[config.mk]
export PLATFORM = sky130hd
export DESIGN_NAME = pslip_out_grant_ctrl
export DESIGN_NICKNAME = d
export VERILOG_FILES = /design/src/rtl/pslip_pkg.sv /design/src/rtl/pri_max_scan.sv /design/src/rtl/pslip_out_grant_ctrl.sv
export SDC_FILE = /design/constraint.sdc
export NUM_CORES = 1
export LEC_CHECK = 0
export BUFFER_PORTS_ARGS = -buffer_cell sky130_fd_sc_hd__clkbuf_2
export CORE_MARGIN = 5
export CORE_UTILIZATION = 56
export CTS_CLUSTER_DIAMETER = 80
export DETAILED_ROUTE_END_ITERATION = 16
export GPL_ROUTABILITY_DRIVEN = 0
export MAX_ROUTING_LAYER = met4
export PLACE_DENSITY = 0.8
export RECOVER_POWER = 100
export SYNTH_ARGS = -nofsm -noshare
export SYNTH_HDL_FRONTEND = slang
export SYNTH_SLANG_ARGS = --single-unit
[constraint.sdc]
create_clock -name clk -period 3 [get_ports clk]
set_input_delay 0.3 -clock clk [delete_from_list [all_inputs] [get_ports clk]]
set_output_delay 0.3 -clock clk [all_outputs]
set_load 0.02 [all_outputs]
[src/rtl/pslip_pkg.sv]
// Shared types and defaults for the pSLIP scheduler blocks.
// Latency: n/a (declarations only).
// Backpressure: n/a.
package pslip_pkg;

    localparam int N_DEF = 16;
    localparam int P_DEF = 64;
    localparam int C_DEF = $clog2(P_DEF);

    typedef logic [C_DEF-1:0] pri_t;

    typedef enum logic [2:0] {
        IDLE  = 3'd0,
        SCAN  = 3'd1,
        ARB   = 3'd2,
        GRANT = 3'd3,
        DONE  = 3'd4
    } state_t;

endpackage

[src/rtl/pri_max_scan.sv]
// MSB-first bit-serial max-priority candidate mask engine.
// Latency: one priority bit per step; C steps leave cand = all max-priority requesters.
// Backpressure: none; load/step are strobes from the owning FSM.
module pri_max_scan
    import pslip_pkg::*;
#(
    parameter int N = N_DEF,
    parameter int C = C_DEF
) (
    input  logic                clk,
    input  logic                reset,
    input  logic                load,
    input  logic                step,
    input  logic [N-1:0][C-1:0] pri_in,
    output logic [N-1:0]        cand
);

    // Captured priorities, shifted left each step so bit C-1 is always the bit under test.
    logic [N-1:0][C-1:0] pri_sh;
    logic [N-1:0]        msb;
    logic [N-1:0]        req_nz;
    logic [N-1:0]        hit;

    // Current bit-plane, nonzero-request mask on load, and surviving candidates.
    always_comb begin
        msb    = '0;
        req_nz = '0;
        for (int i = 0; i < N; i++) begin
            msb[i]    = pri_sh[i][C-1];
            req_nz[i] = |pri_in[i];
        end
        hit = cand & msb;
    end

    // Narrow the candidate set only when some candidate has the bit set; otherwise keep it.
    always_ff @(posedge clk) begin
        if (!reset) begin
            pri_sh <= '0;
            cand   <= '0;
        end else if (load) begin
            pri_sh <= pri_in;
            cand   <= req_nz;
        end else if (step) begin
            for (int i = 0; i < N; i++) begin
                pri_sh[i] <= pri_sh[i] << 1;
            end
            if (hit != '0) begin
                cand <= hit;
            end
        end
    end

endmodule

[src/rtl/pslip_out_grant_ctrl.sv]
// Per-output-port pSLIP grant scheduler: max-priority scan, round-robin pick, grant hold.
// Latency: start at edge t -> gnt_valid from t+C+2, done earliest t+C+3 (t+1 when no requests).
// Backpressure: grant held until accept_valid; start ignored while busy; abort returns to IDLE.
module pslip_out_grant_ctrl
    import pslip_pkg::*;
#(
    parameter  int N  = N_DEF,
    parameter  int P  = P_DEF,
    localparam int C  = $clog2(P),
    localparam int PW = $clog2(N)
) (
    input  logic                clk,
    input  logic                reset,
    input  logic                start,
    input  logic [N-1:0][C-1:0] req_pri,
    input  logic                iter_first,
    input  logic                accept_valid,
    input  logic                accept,
    input  logic                abort,
    output logic [N-1:0]        gnt,
    output logic                gnt_valid,
    output logic                busy,
    output logic                done,
    output logic [PW-1:0]       ptr
);

    state_t         state;
    state_t         state_nxt;
    logic [C-1:0]   cnt;
    logic           scan_last;
    logic           req_any;
    logic           scan_load;
    logic           scan_step;
    logic [N-1:0]   cand;
    logic           pick_found;
    logic [PW-1:0]  pick_idx;
    logic [PW-1:0]  gnt_idx;
    logic           ptr_upd;

    pri_max_scan #(
        .N (N),
        .C (C)
    ) u_scan (
        .clk    (clk),
        .reset  (reset),
        .load   (scan_load),
        .step   (scan_step),
        .pri_in (req_pri),
        .cand   (cand)
    );

    assign scan_last = (cnt == C'(C - 1));

    // Any input requesting at all decides between scanning and an empty round.
    always_comb begin
        req_any = 1'b0;
        for (int i = 0; i < N; i++) begin
            req_any = req_any | (|req_pri[i]);
        end
    end

    // State register.
    always_ff @(posedge clk) begin
        if (!reset) begin
            state <= IDLE;
        end else begin
            state <= state_nxt;
        end
    end

    // Next-state logic; abort takes priority over everything outside IDLE.
    always_comb begin
        state_nxt = state;
        case (state)
            IDLE:    if (start) state_nxt = req_any ? SCAN : DONE;
            SCAN:    if (abort) state_nxt = IDLE;
                     else if (scan_last) state_nxt = ARB;
            ARB:     state_nxt = abort ? IDLE : GRANT;
            GRANT:   if (abort) state_nxt = IDLE;
                     else if (accept_valid) state_nxt = DONE;
            DONE:    state_nxt = IDLE;
            default: state_nxt = IDLE;
        endcase
    end

    // Moore outputs and scan-engine strobes.
    always_comb begin
        busy      = (state != IDLE);
        gnt_valid = (state == GRANT);
        done      = (state == DONE);
        scan_load = (state == IDLE) && start;
        scan_step = (state == SCAN);
    end

    // Scan step counter: counts bit-planes while in SCAN, parked at zero otherwise.
    always_ff @(posedge clk) begin
        if (!reset) begin
            cnt <= '0;
        end else if (state == SCAN) begin
            cnt <= cnt + C'(1);
        end else begin
            cnt <= '0;
        end
    end

    // Round-robin pick: lowest candidate at or above ptr, else lowest candidate overall (wrap).
    always_comb begin
        pick_found = 1'b0;
        pick_idx   = '0;
        for (int i = 0; i < N; i++) begin
            if (!pick_found && cand[i] && (i >= int'(ptr))) begin
                pick_found = 1'b1;
                pick_idx   = PW'(i);
            end
        end
        for (int i = 0; i < N; i++) begin
            if (!pick_found && cand[i]) begin
                pick_found = 1'b1;
                pick_idx   = PW'(i);
            end
        end
    end

    // Grant register: loaded leaving ARB, held through GRANT, cleared on any other exit.
    always_ff @(posedge clk) begin
        if (!reset) begin
            gnt     <= '0;
            gnt_idx <= '0;
        end else if ((state == ARB) && (state_nxt == GRANT)) begin
            gnt     <= N'(1) << pick_idx;
            gnt_idx <= pick_idx;
        end else if (state_nxt != GRANT) begin
            gnt <= '0;
        end
    end

    // Pointer advances past the granted input only on a first-iteration accept (iSLIP rule).
    assign ptr_upd = (state == GRANT) && accept_valid && !abort && accept && iter_first;

    // Round-robin pointer register.
    always_ff @(posedge clk) begin
        if (!reset) begin
            ptr <= '0;
        end else if (ptr_upd) begin
            ptr <= (gnt_idx == PW'(N - 1)) ? '0 : gnt_idx + PW'(1);
        end
    end

endmodule

==> out/metrics.yaml <==
vias: 6891
p_per_area_mw_per_mm2: 596
detail_route.wl_per_cell_um: 17.6
clock_path_buffers: 2
dp_cells: 1059
clk_pin_slew_worst_paths_ps: 60
leakage_nw: 2.98
die_x_um: 121
core_mm2: 0.0121
die_y_um: 121
ys_warn_count: 0
cts_resized: 0
hpwl_um: 12800
route.detailed.drc: 0
postCtsSetupBuffers: 0
synth_edf_count: 0
slew_headroom_pct: 25.4
hp-class: "in2reg"
fmax_ghz: 0.369
wl_um: 19200
io_buffers: 125
grt_max_degree: 123
crit_chain: "clkbuf_2, o21ai_4, clkbuf_4, a22oi_1, nor2_1"
area_growth_pct: 16.8
crit_type: "reg2reg"
htree_levels: 4
cp-start-kind: "flip-flop"
tightestPinTransition_ps: 1120
ir_worst_vdd_mv: 0.338
cp_max_fo: 96
layout_commonest_cell: "dfxtp_1"
setup-violations-final: 0
grt.overflow.total: 0
start_util_pct: 57.4
hold_buffers: 0
cts_buffers: 17
ios: 126
rows: 40
drive_gt1_share_pct: 18.7
drtIter0Drc: 721
root_buffer: "clkbuf_16"
cp.required_ps: 3300
rsz0062_at_grt: "false"
final_cell_mix: "dfxtp_1 (145), a21oi_1 (110), nand2_1 (110)"
drtPass1Iterations: 5
critPathTopFamily: "buffers and inverters"
antenna_found_initial: 0
fp.dieArea_mm2: 0.0148
hold_viol: 0
seq_area_frac_synth_pct: 41.7
vias_per_cell: 6.33
arrival_ps: 3010
fin_crit_ps: 2710
maxCapViolations: 0
grt_usage_pct: 27.0
synth_flop_cell: "dfxtp_1"
fin_nets: 1016
cts.sink_count: 145
tns_ps: 0
grt_pass1_vias: 6378
syn_area_per_cell_um2: 8.44
end_kind: "flip-flop"
async_reset_ff_share_pct: 0
netlist_instances: 824
syn_nets: 930
cp_slowest_stage_delay_ps: 830
clock_skew_ps: 4.57
cts_tree: "built"
fin_crit_sh_pct: 90.3
slowest_stage: "clkbuf_2"
insertion_delay_ps: 430
stdcell_count: 1089
ys_types: 80
grt_pass1_wl_um: 31700
yosys_register_bits: 145
status: "finished clean"
antenna_left: 0
antenna-diode-count: 0
synth_area_mm2: 0.00696
critPathBufInv: 2
slew_viol_final: 0
[tightest hold or removal path, cell delays in order]
cell	delay, ps
clkbuf_2	90
a22oi_1	60
nor2_1	70
[final timing paths]
path,slack [ps],start,to,depth (start not counted)
setup / recovery,290,state[0],u_scan.pri_sh[78],5
hold / removal,130,req_pri[90],u_scan.pri_sh[90],3
setup reg to reg,290,state[0],u_scan.pri_sh[78],5
hold reg to reg,450,u_scan.pri_sh[33],u_scan.pri_sh[33],2
[area by class of cell]
cell class              count  area, µm²
clock buffers              25        495
clock inverters             5       53.8
fillers                  1035       3990
inverters                  11       42.5
multi-input cells         599       3720
flip-flops and latches    145       2900
well taps                 168        210
repair buffers            136        703
[cells in the mapped netlist (all sizes together) (6+ instances only)]
cell    number  area share, %
a21o        14            1.5
nand4        8           0.81
inv         10           0.54
nor2        74            4.0
a22oi       23            2.6
nor3b        6           0.65
nand3       15            1.2
dfxtp      145             42
o221ai      80             10
nor4        23            2.7
nor3         8           0.72
buf         16            1.3
a32o         9            1.3
o21ai       14            1.0
o21a         7           0.76
a21oi      111            8.0
nand2      111            6.0
clkbuf      53            2.9
a211oi       6           0.79
and2         7           0.63
[cell families (layout without fill, tap and decap cells)]
logic type | Yosys count | count (layout) | synth area share [%]
compound gates | 314 | 314 | 32.6
simple gates | 275 | 275 | 19.5
flops | 145 | 145 | 41.7
buf+inv | 80 | 177 | 4.73
xor+xnor | 5 | 5 | 0.630
fa+ha+maj | 3 | 3 | 0.540
mux | 2 | 2 | 0.288
[registers in the layout (all words and copies together), names as in the netlist]
| name | cells |
|---|---|
| state | 3 |
| ptr | 4 |
| u_scan.cand | 16 |
| u_scan.pri_sh | 80 |
| gnt_idx | 4 |
| gnt | 16 |
| cnt | 6 |
| u_scan.msb | 16 |
[layer usage]
metal | GRT usage [%] | routed length (µm)
met5 | - | 0
met4 | 10.5 | 501
met3 | 6.01 | 1460
met2 | 39.8 | 8880
met1 | 36.2 | 8340
[power breakdown]
group | leakage [nW] | internal [mW] | switching [mW]
logic | 1.52 | 0.291 | 0.444
clock network | 0.273 | 1.21 | 0.768
registers | 1.19 | 2.03 | 0.0960
[metrics by stage]
stage	utilization (%)	instance area, µm²	power, mW	hold slack, ps	setup WS [ps]
3_3_place_gp	63.1	7640	2.88	438	492
2_1_floorplan	-	6960	2.65	417	716
5_1_grt	67.1	8120	5.04	137	58.3
4_1_cts	67.6	8190	4.86	128	379
6_report	67.1	8120	4.85	132	291
3_5_place_dp	63.1	7640	2.89	444	400
No activity file was read; power rests on OpenSTA's default activity.
